### src/rtl/fetch_pkg.sv
// Shared types and constants for the instruction fetch front end.
package fetch_pkg;

  localparam logic [31:0] INSTR_BYTES      = 32'd4;
  localparam int          FETCH_FIFO_DEPTH = 2;
  localparam int          FETCH_INSTR_W    = 32;

  typedef enum logic [1:0] {
    BOOT = 2'd0,
    RUN  = 2'd1,
    HALT = 2'd2
  } fetch_state_t;

  typedef struct packed {
    logic [31:0]              pc;
    logic [FETCH_INSTR_W-1:0] instr;
  } fetch_entry_t;

endpackage

### src/rtl/fetch_fifo.sv
// Two-entry skid buffer between instruction memory and decode; flush wins over push/pop.
module fetch_fifo
  import fetch_pkg::*;
(
  input  logic         clk,
  input  logic         rst,
  input  logic         push,
  input  logic         pop,
  input  logic         flush,
  input  fetch_entry_t push_entry,
  output fetch_entry_t head_entry,
  output logic         full,
  output logic         empty,
  output logic [1:0]   count
);

  localparam int PTR_W = $clog2(FETCH_FIFO_DEPTH);

  fetch_entry_t     slots [FETCH_FIFO_DEPTH];
  logic [PTR_W-1:0] rd_ptr_q;
  logic [PTR_W-1:0] wr_ptr_q;
  logic [1:0]       count_q;
  logic             do_push;
  logic             do_pop;

  assign full       = (count_q == 2'(FETCH_FIFO_DEPTH));
  assign empty      = (count_q == 2'd0);
  assign count      = count_q;
  assign do_push    = push && (!full || pop);
  assign do_pop     = pop && !empty;
  assign head_entry = slots[rd_ptr_q];

  always_ff @(posedge clk or posedge rst) begin
    if (rst) begin
      rd_ptr_q <= '0;
      wr_ptr_q <= '0;
      count_q  <= 2'd0;
    end else if (flush) begin
      rd_ptr_q <= '0;
      wr_ptr_q <= '0;
      count_q  <= 2'd0;
    end else begin
      if (do_push) wr_ptr_q <= wr_ptr_q + PTR_W'(1);
      if (do_pop)  rd_ptr_q <= rd_ptr_q + PTR_W'(1);
      count_q <= count_q + 2'(do_push) - 2'(do_pop);
    end
  end

  // storage carries no reset; occupancy alone decides what is visible
  always_ff @(posedge clk) begin
    if (do_push && !flush) slots[wr_ptr_q] <= push_entry;
  end

endmodule

### src/rtl/fetch_unit.sv
// Instruction fetch: PC sequencing, redirect handling and decode handshake over fetch_fifo.
// Define FETCH_MISALIGN_CHECK_EN to halt on redirects whose target is not word aligned.
module fetch_unit
  import fetch_pkg::*;
#(
  parameter int          ADDRESS_WIDTH = 16,
  parameter int          DATA_WIDTH    = 32,
  parameter logic [31:0] RESET_PC      = 32'h0000_0000
) (
  input  logic                     clk,
  input  logic                     rst,
  output logic [ADDRESS_WIDTH-1:0] imem_addr,
  input  logic [DATA_WIDTH-1:0]    imem_dout,
  input  logic                     redirect_valid,
  input  logic [31:0]              redirect_pc,
  output logic                     out_valid,
  input  logic                     out_ready,
  output logic [DATA_WIDTH-1:0]    out_instr,
  output logic [31:0]              out_pc,
  output logic                     misalign_err
);

  fetch_state_t             state_q;
  fetch_state_t             state_d;
  logic [31:0]              fpc_q;
  logic [31:0]              req_pc_q;
  logic [31:0]              target_pc;
  logic [ADDRESS_WIDTH-1:0] last_addr_q;
  logic                     in_flight_q;
  logic                     issue;
  logic                     flush;
  logic                     push;
  logic                     pop;
  logic                     redirect_take;
  logic                     misalign_hit;
  logic                     can_issue;
  logic                     fifo_full;
  logic                     fifo_empty;
  logic [1:0]               fifo_count;
  logic [1:0]               buffered;
  fetch_entry_t             push_entry;
  fetch_entry_t             head_entry;

  assign redirect_take = (state_q == RUN) && redirect_valid;
  assign target_pc     = redirect_pc & ~32'h3;

`ifdef FETCH_MISALIGN_CHECK_EN
  logic misalign_q;

  assign misalign_hit = redirect_take && (redirect_pc[1:0] != 2'b00);
  assign misalign_err = misalign_q;

  always_ff @(posedge clk or posedge rst) begin
    if (rst)               misalign_q <= 1'b0;
    else if (misalign_hit) misalign_q <= 1'b1;
  end
`else
  assign misalign_hit = 1'b0;
  assign misalign_err = 1'b0;
`endif

  // an entry leaving this cycle frees its slot for a request issued this cycle
  assign out_valid = (state_q == RUN) && !fifo_empty;
  assign pop       = out_valid && out_ready;
  assign buffered  = fifo_count - {1'b0, pop};
  assign can_issue = !fifo_full && ((buffered + {1'b0, in_flight_q}) < 2'd2);
  assign push      = in_flight_q && !flush;

  assign imem_addr = issue ? fpc_q[ADDRESS_WIDTH+1:2] : last_addr_q;
  assign out_pc    = out_valid ? head_entry.pc : 32'h0;
  assign out_instr = out_valid ? DATA_WIDTH'(head_entry.instr) : '0;

  always_comb begin
    push_entry       = '0;
    push_entry.pc    = req_pc_q;
    push_entry.instr = FETCH_INSTR_W'(imem_dout);
  end

  always_ff @(posedge clk or posedge rst) begin
    if (rst) state_q <= BOOT;
    else     state_q <= state_d;
  end

  always_comb begin
    state_d = state_q;
    unique case (state_q)
      BOOT:    state_d = RUN;
      RUN:     if (misalign_hit) state_d = HALT;
      HALT:    state_d = HALT;
      default: state_d = BOOT;
    endcase
  end

  always_comb begin
    issue = 1'b0;
    flush = 1'b0;
    unique case (state_q)
      BOOT: issue = 1'b1;
      RUN: begin
        flush = redirect_valid;
        issue = !redirect_valid && can_issue;
      end
      default: ;
    endcase
  end

  always_ff @(posedge clk or posedge rst) begin
    if (rst) begin
      fpc_q       <= RESET_PC;
      in_flight_q <= 1'b0;
      last_addr_q <= RESET_PC[ADDRESS_WIDTH+1:2];
    end else begin
      in_flight_q <= issue;
      if (issue) begin
        fpc_q       <= fpc_q + INSTR_BYTES;
        last_addr_q <= fpc_q[ADDRESS_WIDTH+1:2];
      end else if (redirect_take) begin
        fpc_q <= target_pc;
      end
    end
  end

  always_ff @(posedge clk) begin
    if (issue) req_pc_q <= fpc_q;
  end

  fetch_fifo u_fifo (
    .clk        (clk),
    .rst        (rst),
    .push       (push),
    .pop        (pop),
    .flush      (flush),
    .push_entry (push_entry),
    .head_entry (head_entry),
    .full       (fifo_full),
    .empty      (fifo_empty),
    .count      (fifo_count)
  );

endmodule

### config.mk
export PLATFORM = sky130hd
export DESIGN_NAME = fetch_unit
export DESIGN_NICKNAME = d
export VERILOG_FILES = /design/src/rtl/fetch_pkg.sv /design/src/rtl/fetch_fifo.sv /design/src/rtl/fetch_unit.sv
export SDC_FILE = /design/constraint.sdc
export NUM_CORES = 1
export LEC_CHECK = 0
export ABC_CLOCK_PERIOD_IN_PS = 4270
export BUFFER_PORTS_ARGS = -buffer_cell sky130_fd_sc_hd__buf_2
export CORE_MARGIN = 3
export CORE_UTILIZATION = 35
export DETAILED_ROUTE_END_ITERATION = 6
export GPL_TIMING_DRIVEN = 0
export PLACE_DENSITY_LB_ADDON = 0.1
export SYNTH_ARGS = -nofsm -noshare
export SYNTH_HDL_FRONTEND = slang
export SYNTH_SLANG_ARGS = --single-unit
### constraint.sdc
create_clock -name clk -period 4.27 [get_ports clk]
set_input_delay 0.2135 -clock clk [delete_from_list [all_inputs] [get_ports clk]]
set_output_delay 0.2135 -clock clk [all_outputs]
set_load 0.05 [all_outputs]
Word-level counts from Yosys, hierarchy flattened. Memories as Yosys holds them, arrays and structs flattened. Cells that the tools add are included.

Bits in registers: 87. Bits in writable memories: 128. Bits of input ports: 68. Word-level logic and storage cells: 54. Memories: 1.

Memory list: u_fifo.slots (depth 2, width 64, rd ports 1, clocked after Yosys merged registers in 0, write ports 1, line fetch_fifo.sv:19) `fetch_entry_t slots [FETCH_FIFO_DEPTH];`.

Add/sub/neg operators: 7. Magnitude comparators: 1. Equal/unequal tests: 3. Multiplexer cells: 15. Reduce and logical (&&, ||, !) cells: 19.

Operators with widths (count): 32-bit two-way mux (4); 32-bit by 3-bit adder with 32-bit output, second input constant (1); 16-bit two-way mux (1); 1-bit logical AND (9); 1-bit two-way mux (7); 2-bit case mux with 3 select lines (1); 2-bit nonzero test (3); 2-bit by 1-bit adder with 2-bit output (2); 2-bit equality test, second input constant (2); 1-bit logical NOT (4); 2-bit logical NOT (2); 2-bit by 1-bit subtractor with 2-bit output (2); 1-bit adder, second input constant (2); 2-bit by 1-bit equality test with 1-bit output, second input constant (1); 2-bit < comparator, second input constant (1); 2-bit two-way mux (1); 1-bit case mux with 2 select lines (1); 1-bit logical OR (1).

Depth between registers and ports, before layout. Gate-level depths: netlist (run 1).

Depth in word-level cells: 11. Gate-level depth with buffers: 11.

By module. A second synthesis (run 1) with hierarchy kept.

Cells, all modules: 625. Area total of the unflattened synthesis: 9026.2 µm².

By module, submodules not included: fetch_fifo (times used 1, cells an instance 223, area each 5074.9 µm², sequential area each 3943.8 µm²); fetch_unit (times used 1, cells an instance 402, area each 3951.3 µm², sequential area each 2127.0 µm²).

Worst setup path after synthesis (run 1). Ideal clock, no wire load.

Path type: reg2reg. Start: register state_q[0]. End: memory u_fifo.slots[0][0] (netlist name), enable pin. Data arrival time: 4354 ps. Setup slack: -574 ps. Stages on the path, launching flop included: 7. Cells stage by stage: dfrtp_1 nor2b_1 o21ai_1 inv_1 nand2_1 a31oi_1 nor2b_1.

Word-level cells in the longest chain between the ends: 8. Elaborated cells between the ends (all ways): 11. Classes of those cells: eq/ne (1); mux (3); reduce/logical (7).

RTL lines: start, declared (line fetch_unit.sv:23) `fetch_state_t state_q;`; start signal, assigned (line fetch_unit.sv:81) `else state_q <= state_d;`; 2-bit by 1-bit equality test with 1-bit output (line fetch_unit.sv:63) `assign out_valid = (state_q == RUN) && !fifo_empty;`; 1-bit logical AND (line fetch_unit.sv:63); via out_valid (line fetch_unit.sv:16) `output logic out_valid,`; 1-bit logical AND (line fetch_unit.sv:64) `assign pop = out_valid && out_ready;`; 1-bit logical OR (line fetch_fifo.sv:29) `assign do_push = push && (!full || pop);`; 1-bit logical AND (line fetch_fifo.sv:29); 1-bit logical AND (line fetch_fifo.sv:51) `if (do_push && !flush) slots[wr_ptr_q] <= push_entry;`; 1-bit two-way mux (line fetch_fifo.sv:51); 1-bit two-way mux (not written as such) (line fetch_fifo.sv:51); end, declared (line fetch_fifo.sv:19).

The timed path passes the listed nets, and every way through them passes these cells.

Worst setup path after layout (run 1).
Start: register u_fifo.count_q[0] (netlist: u_fifo.count[0]). End: output port imem_addr[13].

Word-level cells in the longest chain between the ends: 11. Elaborated cells between the ends (all ways): 13. Classes of those cells: add/sub (2); order compare (1); eq/ne (1); mux (2); reduce/logical (7).

RTL lines: start, declared (line fetch_fifo.sv:22) `logic [1:0] count_q;`; start signal, assigned (line fetch_fifo.sv:45) `count_q <= count_q + 2'(do_push) - 2'(do_pop);`; 2-bit logical NOT (line fetch_fifo.sv:27) `assign empty = (count_q == 2'd0);`; 1-bit logical NOT (line fetch_unit.sv:63); 1-bit logical AND (line fetch_unit.sv:63); 1-bit logical AND (line fetch_unit.sv:64); 2-bit by 1-bit subtractor with 2-bit output (line fetch_unit.sv:65) `assign buffered = fifo_count - {1'b0, pop};`; 2-bit by 1-bit adder with 2-bit output (line fetch_unit.sv:66) `assign can_issue = !fifo_full && ((buffered + {1'b0, in_flight_q}) < 2'd2);`; 2-bit < comparator (line fetch_unit.sv:66); 1-bit logical AND * (line fetch_unit.sv:66); 1-bit logical AND * (line fetch_unit.sv:101) `issue = !redirect_valid && can_issue;`; 1-bit case mux with 2 select lines * (line fetch_unit.sv:97) `unique case (state_q)`; via issue (line fetch_unit.sv:30) `logic issue;`; 16-bit two-way mux * (line fetch_unit.sv:69) `assign imem_addr = issue ? fpc_q[ADDRESS_WIDTH+1:2] : last_addr_q;`; end, declared (line fetch_unit.sv:12) `output logic [ADDRESS_WIDTH-1:0] imem_addr,`.

The timed path passes the listed nets; every way through them passes the cells marked *.

==> results.md, run 1 <==
* CTS tree: done
* RSZ-0062 raised after global routing: false
* Main area contributors after synthesis: edfxtp_1 55%, dfrtp_1 16%, mux2i_1 7.5%
* DP HPWL at 13.9 mm
* Ys flop type: edfxtp_1
* Crit-path leading delay family: buffers and inverters
* Via-per-instance ratio at 4.84
* Worst VDD drop at 0.000397 V
* Type of the worst min-delay path: in2reg
* Most common cell on crit path: nand2_1
* First-pass GRT wire length at 32.3 mm
* Status: finished, final reports clean
* Final Hold Fails at 0
* N_diodes at 0
* Clk slew on worst S/H paths at 0.06 ns
* TritonCTS buffer count at 23
* Final Non-Filler Cells at approximately 1.2k
* Sequential area share after synthesis at 0.706
* Fin nets at between 900 and 1k
* Die Height at 161 µm
* Worst skew pair latency at 0.49 ns
* Relative slew slack at 0.156
* Fin worst setup slack at around 1.0 ns
* Final Slew Violations at 0
* Yosys top cell by area: edfxtp_1
* GRT overflow at 0
* Initial antenna violation count at 0
* Post-synth ARST share at 0.256
* Fin crit period at 3.24 ns
* Post-Syn Instances at 620
* Vias in the first global route at 5,938
* DRT Wirelength at 20.7 mm
* Commonest cells in the netlist: 154 x edfxtp_1, 79 x nor2_1, 63 x mux2i_1, 63 x nand2_1, 53 x dfrtp_1
* WP data arrival at 3.02 ns
* Clock tree buffer depth at 3
* CP endpoint kind: primary output
* Setup violators final at 0
* Place WS at roughly 1.3 ns
* Boundary pin count at 150
* EDFF count, synth at roughly 150
* Leakage at 4.31 nW
* WL/cell at 17.6 µm
* PortBufs at 144
* Critical-path cell list: nand3b_1 > o211a_1 > a21oi_4 > clkinv_1 > clkbuf_2 > buf_12 > nand2_1 > nand2_1 > buf_2
* Tcrit/Tclk final at 0.758
* Max H-tree Level at 1
* Slowest stage delay, CP at 0.41 ns
* Critical path's slowest cell: clkbuf_2
* CP Data Required Time at 4.06 ns
* Die ar. at 26,000 µm²
* Largest net degree at the start of global routing at 63
* Crit Path Category: reg2out
* Die width at 161 µm
* Post-route ant nets at 0
* Pre-Repair DR Iteration Count at 4
* Layout area overhead at 29.8%
* Clk sink count at 207
* Max-Cap Viols at 0
* Crit-path max FO at 26
* Initial Util at 0.358
* Clk_skew at between 0.008 and 0.009 ns
* Num rows at 56
* Worst-margin pin slew at 1.25 ns
* Core area at 23,500 µm²
* Max Fclk at 309 MHz
* Syn. warnings at 0
* Area share of the largest cell type after synthesis at 0.549
* DRC viols at 0
* Crit path buffers/inverters at 4
* Synth Register Bits at slightly above 200
* Starting DRT DRC Count at roughly 250
* Dpl cells at 1,090
* Root cell of the clock tree: clkbuf_16
* Netlist cell types at 59
* Gp weighted congestion at 0.858
* Via count at 5,706
* Post-CTS sizing at 0
* Avg Inst Size Synth at roughly 14 µm²
* Layout cell share with drive strength beyond 1 at 0.246
* All-Layer GR Usage at 0.156
* Syn Std Cell Area at 8420 µm²
* Pwr dens at 656 nW/µm²
* Crit start category: register
* Most frequent cell after synthesis: edfxtp_1
-- worst paths after layout --
| kind | slack, ns | end | cells past startpoint | startpoint |
|---|---|---|---|---|
| min in group asynchronous | 0.32 | u_fifo.count[0]$_DFF_PP0_ | 3 | rst |
| max in group asynchronous | 3.36 | last_addr_q[13]$_DFF_PP0_ | 4 | rst |
| hold reg to reg | 0.44 | u_fifo.slots[1][50]$_DFFE_PP_ | 0 | req_pc_q[18]$_DFFE_PP_ |
| setup / recovery | 1.03 | imem_addr[13] | 9 | u_fifo.count[0]$_DFF_PP0_ |
| setup reg to reg | 1.30 | u_fifo.slots[0][3]$_DFFE_PP_ | 8 | state_q[0]$_DFFE_PP0P_ |
| hold / removal | 0.03 | fpc_q[13]$_DFFE_PP0P_ | 2 | redirect_pc[13] |
-- kinds of logic after synthesis --
kind of cell	synth area share
buf+inv	0.0266
fa+ha+maj	0.00446
other cells	0.000445
xor+xnor	0.00520
mux	0.0749
flops	0.706
compound gates	0.0655
simple gates	0.117
-- per-layer routing --
metal / share of wire / up-vias / global-route usage
met1: 0.44 / 2767 / 0.207
met5: 0 / - / 0
met2: 0.49 / 177 / 0.273
met3: 0.056 / 27 / 0.0264
met4: 0.014 / 0 / 0.0329
li1: - / 2735 / -
-- worst register-to-register path: stages (launching register included) --
cell	delay, ns
dfrtp_1	0.44
nor2b_1	0.19
o21ai_1	0.43
inv_1	0.19
nand2_1	0.09
a31oi_1	0.44
nor2b_4	0.37
buf_12	0.25
buf_12	0.26
-- cells in the final DEF, fill, tap and decap left out, types with 4 or more instances in the layout --
cell	instances
o21ai_0	18
bufinv_16	4
and3_1	8
buf_4	4
a31oi_1	4
and2_1	4
o21a_1	4
edfxtp_1	154
o311ai_0	6
nand2_1	63
clkinv_1	4
a21o_1	4
inv_1	16
nand4_1	10
a21oi_1	10
buf_2	147
o22ai_1	6
clkinv_2	4
dfrtp_1	53
nor3_1	10
or4_1	5
nor2_1	79
nand3_1	17
clkbuf_16	23
mux2i_1	63
clkbuf_8	4
clkbuf_1	18
buf_12	4
dlygate4sd3_1	47
nor4_1	4
-- metrics by stage --
| stage | power [mW] | setup TNS (ns) | hold slack [ns] | util | cell area (µm²) |
|---|---|---|---|---|---|
| 2_1_floorplan | 4.50 | 0 | 0.312 | - | 8430 |
| 3_3_place_gp | 5.10 | -63.36 | 0.404 | 0.406 | 9550 |
| 3_5_place_dp | 5.17 | 0 | 0.307 | 0.411 | 9670 |
| 4_1_cts | 7.27 | 0 | 0.00559 | 0.464 | 10900 |
| 5_1_grt | 7.53 | 0 | 0.0243 | 0.464 | 10900 |
| 6_report | 7.17 | 0 | 0.0268 | 0.464 | 10900 |
-- layout make-up --
cell class	instances	area (µm²)
Fill cell	2201	12600
Sequential cell	207	5950
Multi-Input combinational cell	367	2270
Timing Repair Buffer	196	1300
Clock buffer	28	624
Tap cell	319	399
Clock inverter	13	168
Buffer	30	158
Inverter	18	67.6
-- where the power goes --
group | switching (mW) | internal, mW | total [mW]
clock | 0.769 | 1.28 | 2.05
sequential | 0.204 | 2.62 | 2.82
combinational | 1.70 | 0.601 | 2.30
total | 2.68 | 4.50 | 7.17
-- repair_timing --
action,4_1_cts,5_1_grt
hold buffers,47,0
endpoints found under the hold margin,101,0
buffers inserted,0,0
-- sequential cells by signal, indices dropped and copies added, names as in the netlist --
name / count
u_fifo.rd_ptr_q: 1
u_fifo.wr_ptr_q: 1
req_pc_q: 30
last_addr_q: 16
state_q: 2
u_fifo.slots: 124
u_fifo.count: 2
in_flight_q: 1
fpc_q: 30
No activity file was read; power rests on OpenSTA's default activity.
==> run 2, diff against run 1 <==
--- a/config.mk
+++ b/config.mk
@@ -5,7 +5,7 @@
 export SDC_FILE = /design/constraint.sdc
 export NUM_CORES = 1
 export LEC_CHECK = 0
-export ABC_CLOCK_PERIOD_IN_PS = 4270
+export ABC_CLOCK_PERIOD_IN_PS = 2700
 export BUFFER_PORTS_ARGS = -buffer_cell sky130_fd_sc_hd__buf_2
 export CORE_MARGIN = 3
 export CORE_UTILIZATION = 35
==> constraint.sdc (replaced) <==
create_clock -name clk -period 2.7 [get_ports clk]
set_input_delay 0.135 -clock clk [delete_from_list [all_inputs] [get_ports clk]]
set_output_delay 0.135 -clock clk [all_outputs]
set_load 0.05 [all_outputs]
==> run 2 against run 1 <==
Net effect: design area up 1.6%; critical endpoint is now imem_addr[11]; worst setup slack worse by 0.90 ns; clock power up 42%; critical path depth unchanged; sequential power up 59%; total power up 55%; sequential cell count unchanged; wire length down 2.7%; cell count up 1.8%; global-route usage down 0.47 points; clock-buffer cell count up 3.
==> results.md, run 2 (synthesized netlist as in run 1, its figures left out) <==
* Net Sw Frac at 0.380 (was 0.373)
* Max Fclk at between 300 and 400 MHz
* Crit-path leading delay family: buffers and inverters (unchanged)
* FILL cells at 2,191 (was 2,201)
* Pwr dens at 999 nW/µm² (was 656 nW/µm²)
* Die ar. at 26,000 µm² (unchanged)
* Most frequent cells in the layout: 154 x edfxtp_1, 146 x buf_2, 79 x nor2_1 (was 154 x edfxtp_1, 147 x buf_2, 79 x nor2_1)
* Largest registers in the final layout: u_fifo.slots x124, fpc_q x30, req_pc_q x30 (unchanged)
* Num rows at 56 (unchanged)
* NetSw at 4.22 mW (was 2.68 mW)
* Hold_ws at 0.0607 ns (was 0.0268 ns)
* Worst R2R Start: fpc_q[2]$_DFFE_PP0P_ (was state_q[0]$_DFFE_PP0P_)
* Largest net degree at the start of global routing at 38 (was 63)
* Max-Cap Viols at 0 (unchanged)
* Via count at 5,747 (was 5,706)
* Final Non-Filler Cells at 1,199 (was 1,178)
* Die Height at 161 µm (unchanged)
* FF-to-FF path depth at 6 (was 8)
* Clk_skew at 0.0128 ns (was 0.00867 ns)
* Post-route ant nets at 0 (unchanged)
* First-pass GRT wire length at 31.5 mm (was 32.3 mm)
* Gp weighted congestion at 0.818 (was 0.858)
* WP data arrival at 2.43 ns (was 3.02 ns)
* Layout cell share with drive strength beyond 1 at 0.256 (was 0.246)
* Cell Int Power at 6.88 mW (was 4.50 mW)
* DRT Wirelength at 20.2 mm (was 20.7 mm)
* DRC viols at 0 (unchanged)
* Comb pwr share at 0.335 (was 0.321)
* Worst VDD drop at 0.000537 V (was 0.000397 V)
* Place WS at -0.173 ns (was 1.25 ns)
* RSZ-0062 raised after global routing: false (unchanged)
* Max reg flops at 124 (unchanged)
* Initial Util at 0.358 (unchanged)
* TritonCTS buffer count at 23 (unchanged)
* Root cell of the clock tree: clkbuf_16 (unchanged)
* Hold Path Sink: fpc_q[29]$_DFFE_PP0P_ (was fpc_q[13]$_DFFE_PP0P_)
* Leakage at 4.40 nW (was 4.31 nW)
* Reg power frac at 0.403 (was 0.393)
* CP Data Required Time at 2.57 ns (was 4.06 ns)
* Setup violators final at 0 (unchanged)
* Via-per-instance ratio at 4.79 (was 4.84)
* Relative slew slack at 0.256 (was 0.156)
* N_diodes at 0 (unchanged)
* Boundary pin count at 150 (unchanged)
* Clk slew on worst S/H paths at 0.06 ns (about the same)
* Slowest stage delay, CP at 0.35 ns (was 0.41 ns)
* Placed cell areas at 9670 µm² (unchanged)
* Critical-path cell list: buf_2 > o211a_1 > a21oi_4 > clkinv_4 > clkbuf_16 > buf_16 > nand2_1 > nand2_1 > buf_2 (was nand3b_1 > o211a_1 > a21oi_4 > clkinv_1 > clkbuf_2 > buf_12 > nand2_1 > nand2_1 > buf_2)
* Fin crit period at 2.56 ns
* Clock tree buffer depth at 3 (unchanged)
* WL/cell at 16.8 µm (was 17.6 µm)
* Hold path cells at 4 (was 2)
* Initial antenna violation count at 0 (unchanged)
* Vias in the first global route at 5,729 (was 5,938)
* Dpl cells at 1,089 (was 1,090)
* Clk sink count at 207 (unchanged)
* Final Slew Violations at 0 (unchanged)
* Core area at 23,500 µm² (unchanged)
* CP endpoint kind: primary output (unchanged)
* Tcrit/Tclk final at 0.949
* Fin worst setup slack at 0.137 ns (was 1.03 ns)
* All-Layer GR Usage at 0.152 (was 0.156)
* Post-Layout Inst Area at 11,100 µm² (was 10,900 µm²)
* Most common cell after layout, fill and taps aside: edfxtp_1 (unchanged)
* Fin nets at 934 (was 914)
* GRT overflow at 0 (unchanged)
* Pre-Repair DR Iteration Count at 4 (unchanged)
* Most flop-heavy register: u_fifo.slots (unchanged)
* CTS tree: done (unchanged)
* Worst-margin pin slew at 1.11 ns (was 1.25 ns)
* Crit Path Category: reg2out (unchanged)
* R2r endpoint: fpc_q[24]$_DFFE_PP0P_ (was u_fifo.slots[0][3]$_DFFE_PP_)
* HP Start: redirect_pc[29] (was redirect_pc[13])
* Max H-tree Level at 1 (unchanged)
* Final Hold Fails at 0 (unchanged)
* Crit start category: register (unchanged)
* Setup TNS at 0 ns (unchanged)
* Crit path buffers/inverters at 5 (was 4)
* Status: finished, final reports clean (unchanged)
* Reg2reg setup slack at 0.26 ns (was 1.30 ns)
* Critical path's slowest cell: dfrtp_1 (was clkbuf_2)
* Clock power frac at 0.263 (was 0.286)
* Crit-path max FO at 26 (unchanged)
* Worst skew pair latency at 0.51 ns (was 0.49 ns)
* PortBufs at 144 (unchanged)
* Starting DRT DRC Count at 353 (was 245)
* DP HPWL at 13.7 mm (was 13.9 mm)
* Layout area overhead at 31.9% (was 29.8%)
* Die width at 161 µm (unchanged)
* Type of the worst min-delay path: in2reg (unchanged)
run 2: changes by cell type in the layout (fill, tap and decap cells not counted), sizes merged:
cell and delta:
bufinv -3, clkbuf +2, and2 +1, buf +5, clkinv +1, dlygate4sd3 +15
run 2: routing by layer:
metal,global-route usage,share of wire,up-vias
li1,-,-,2788
met4,0.0379,0.017,0
met5,0,0,-
met2,0.260,0.48,169
met1,0.203,0.45,2765
met3,0.0256,0.053,25
run 2: worst max path at each step:
stage	from	endpoint	slack, ns	cells after the start
2_1_floorplan	state_q[0]$_DFFE_PP0P_	u_fifo.slots[0][0]$_DFFE_PP_	0.02	6
6_report	u_fifo.count[1]$_DFF_PP0_	imem_addr[11]	0.14	9
4_1_cts	u_fifo.rd_ptr_q$_DFFE_PP0P_	out_pc[26]	-0.09	5
3_3_place_gp	state_q[1]$_DFFE_PP0P_	imem_addr[13]	-0.75	8
3_5_place_dp	state_q[0]$_DFFE_PP0P_	u_fifo.slots[0][36]$_DFFE_PP_	-0.17	8
5_1_grt	u_fifo.count[1]$_DFF_PP0_	imem_addr[11]	0.003	9
run 2: power groups by stage:
stage                     sequential [mW]  combinational [mW]  clock, mW
after global placement               4.52                3.54          0
after global routing                 4.53                3.98       3.15
after floorplan                      4.41                2.71          0
after detailed placement             4.53                3.63          0
after CTS                            4.47                3.75       3.01
final                                4.47                3.72       2.91
run 2: layout make-up:
| cell class | count | area, µm² | share of cell area |
|---|---|---|---|
| flip-flops and latches | 207 | 5950 | 0.536 |
| clock inverters | 11 | 85.1 | 0.00766 |
| repair buffers | 218 | 1510 | 0.136 |
| multi-input cells | 368 | 2290 | 0.206 |
| well taps | 319 | 399 | 0.0359 |
| plain buffers | 27 | 174 | 0.0157 |
| inverters | 18 | 75.1 | 0.00676 |
| clock buffers | 31 | 626 | 0.0563 |
run 2: through the flow:
step | power (mW) | utilization
detailed placement | 8.16 | 0.411
floorplan | 7.12 | -
finish | 11.1 | 0.472
global placement | 8.06 | 0.407
CTS | 11.2 | 0.470
global route | 11.7 | 0.472
run 2: timing repair:
action                                  CTS  global route
hold buffers                             62             0
resized for setup                        13             7
cloned                                    1             0
pin swaps                                 3             2
setup buffers                             4             4
endpoints found under the setup margin  177            69
endpoints found under the hold margin   137             0
run 2: worst reg2reg max path: cells and delay by family, from the launching register on:
kind	cells	cell delay (ns)
AND/OR/NAND/NOR	3	1.22
flip-flops	1	0.47
AO/OA/AOI/OAI	2	0.39
adder cells (fa/ha/maj)	1	0.24
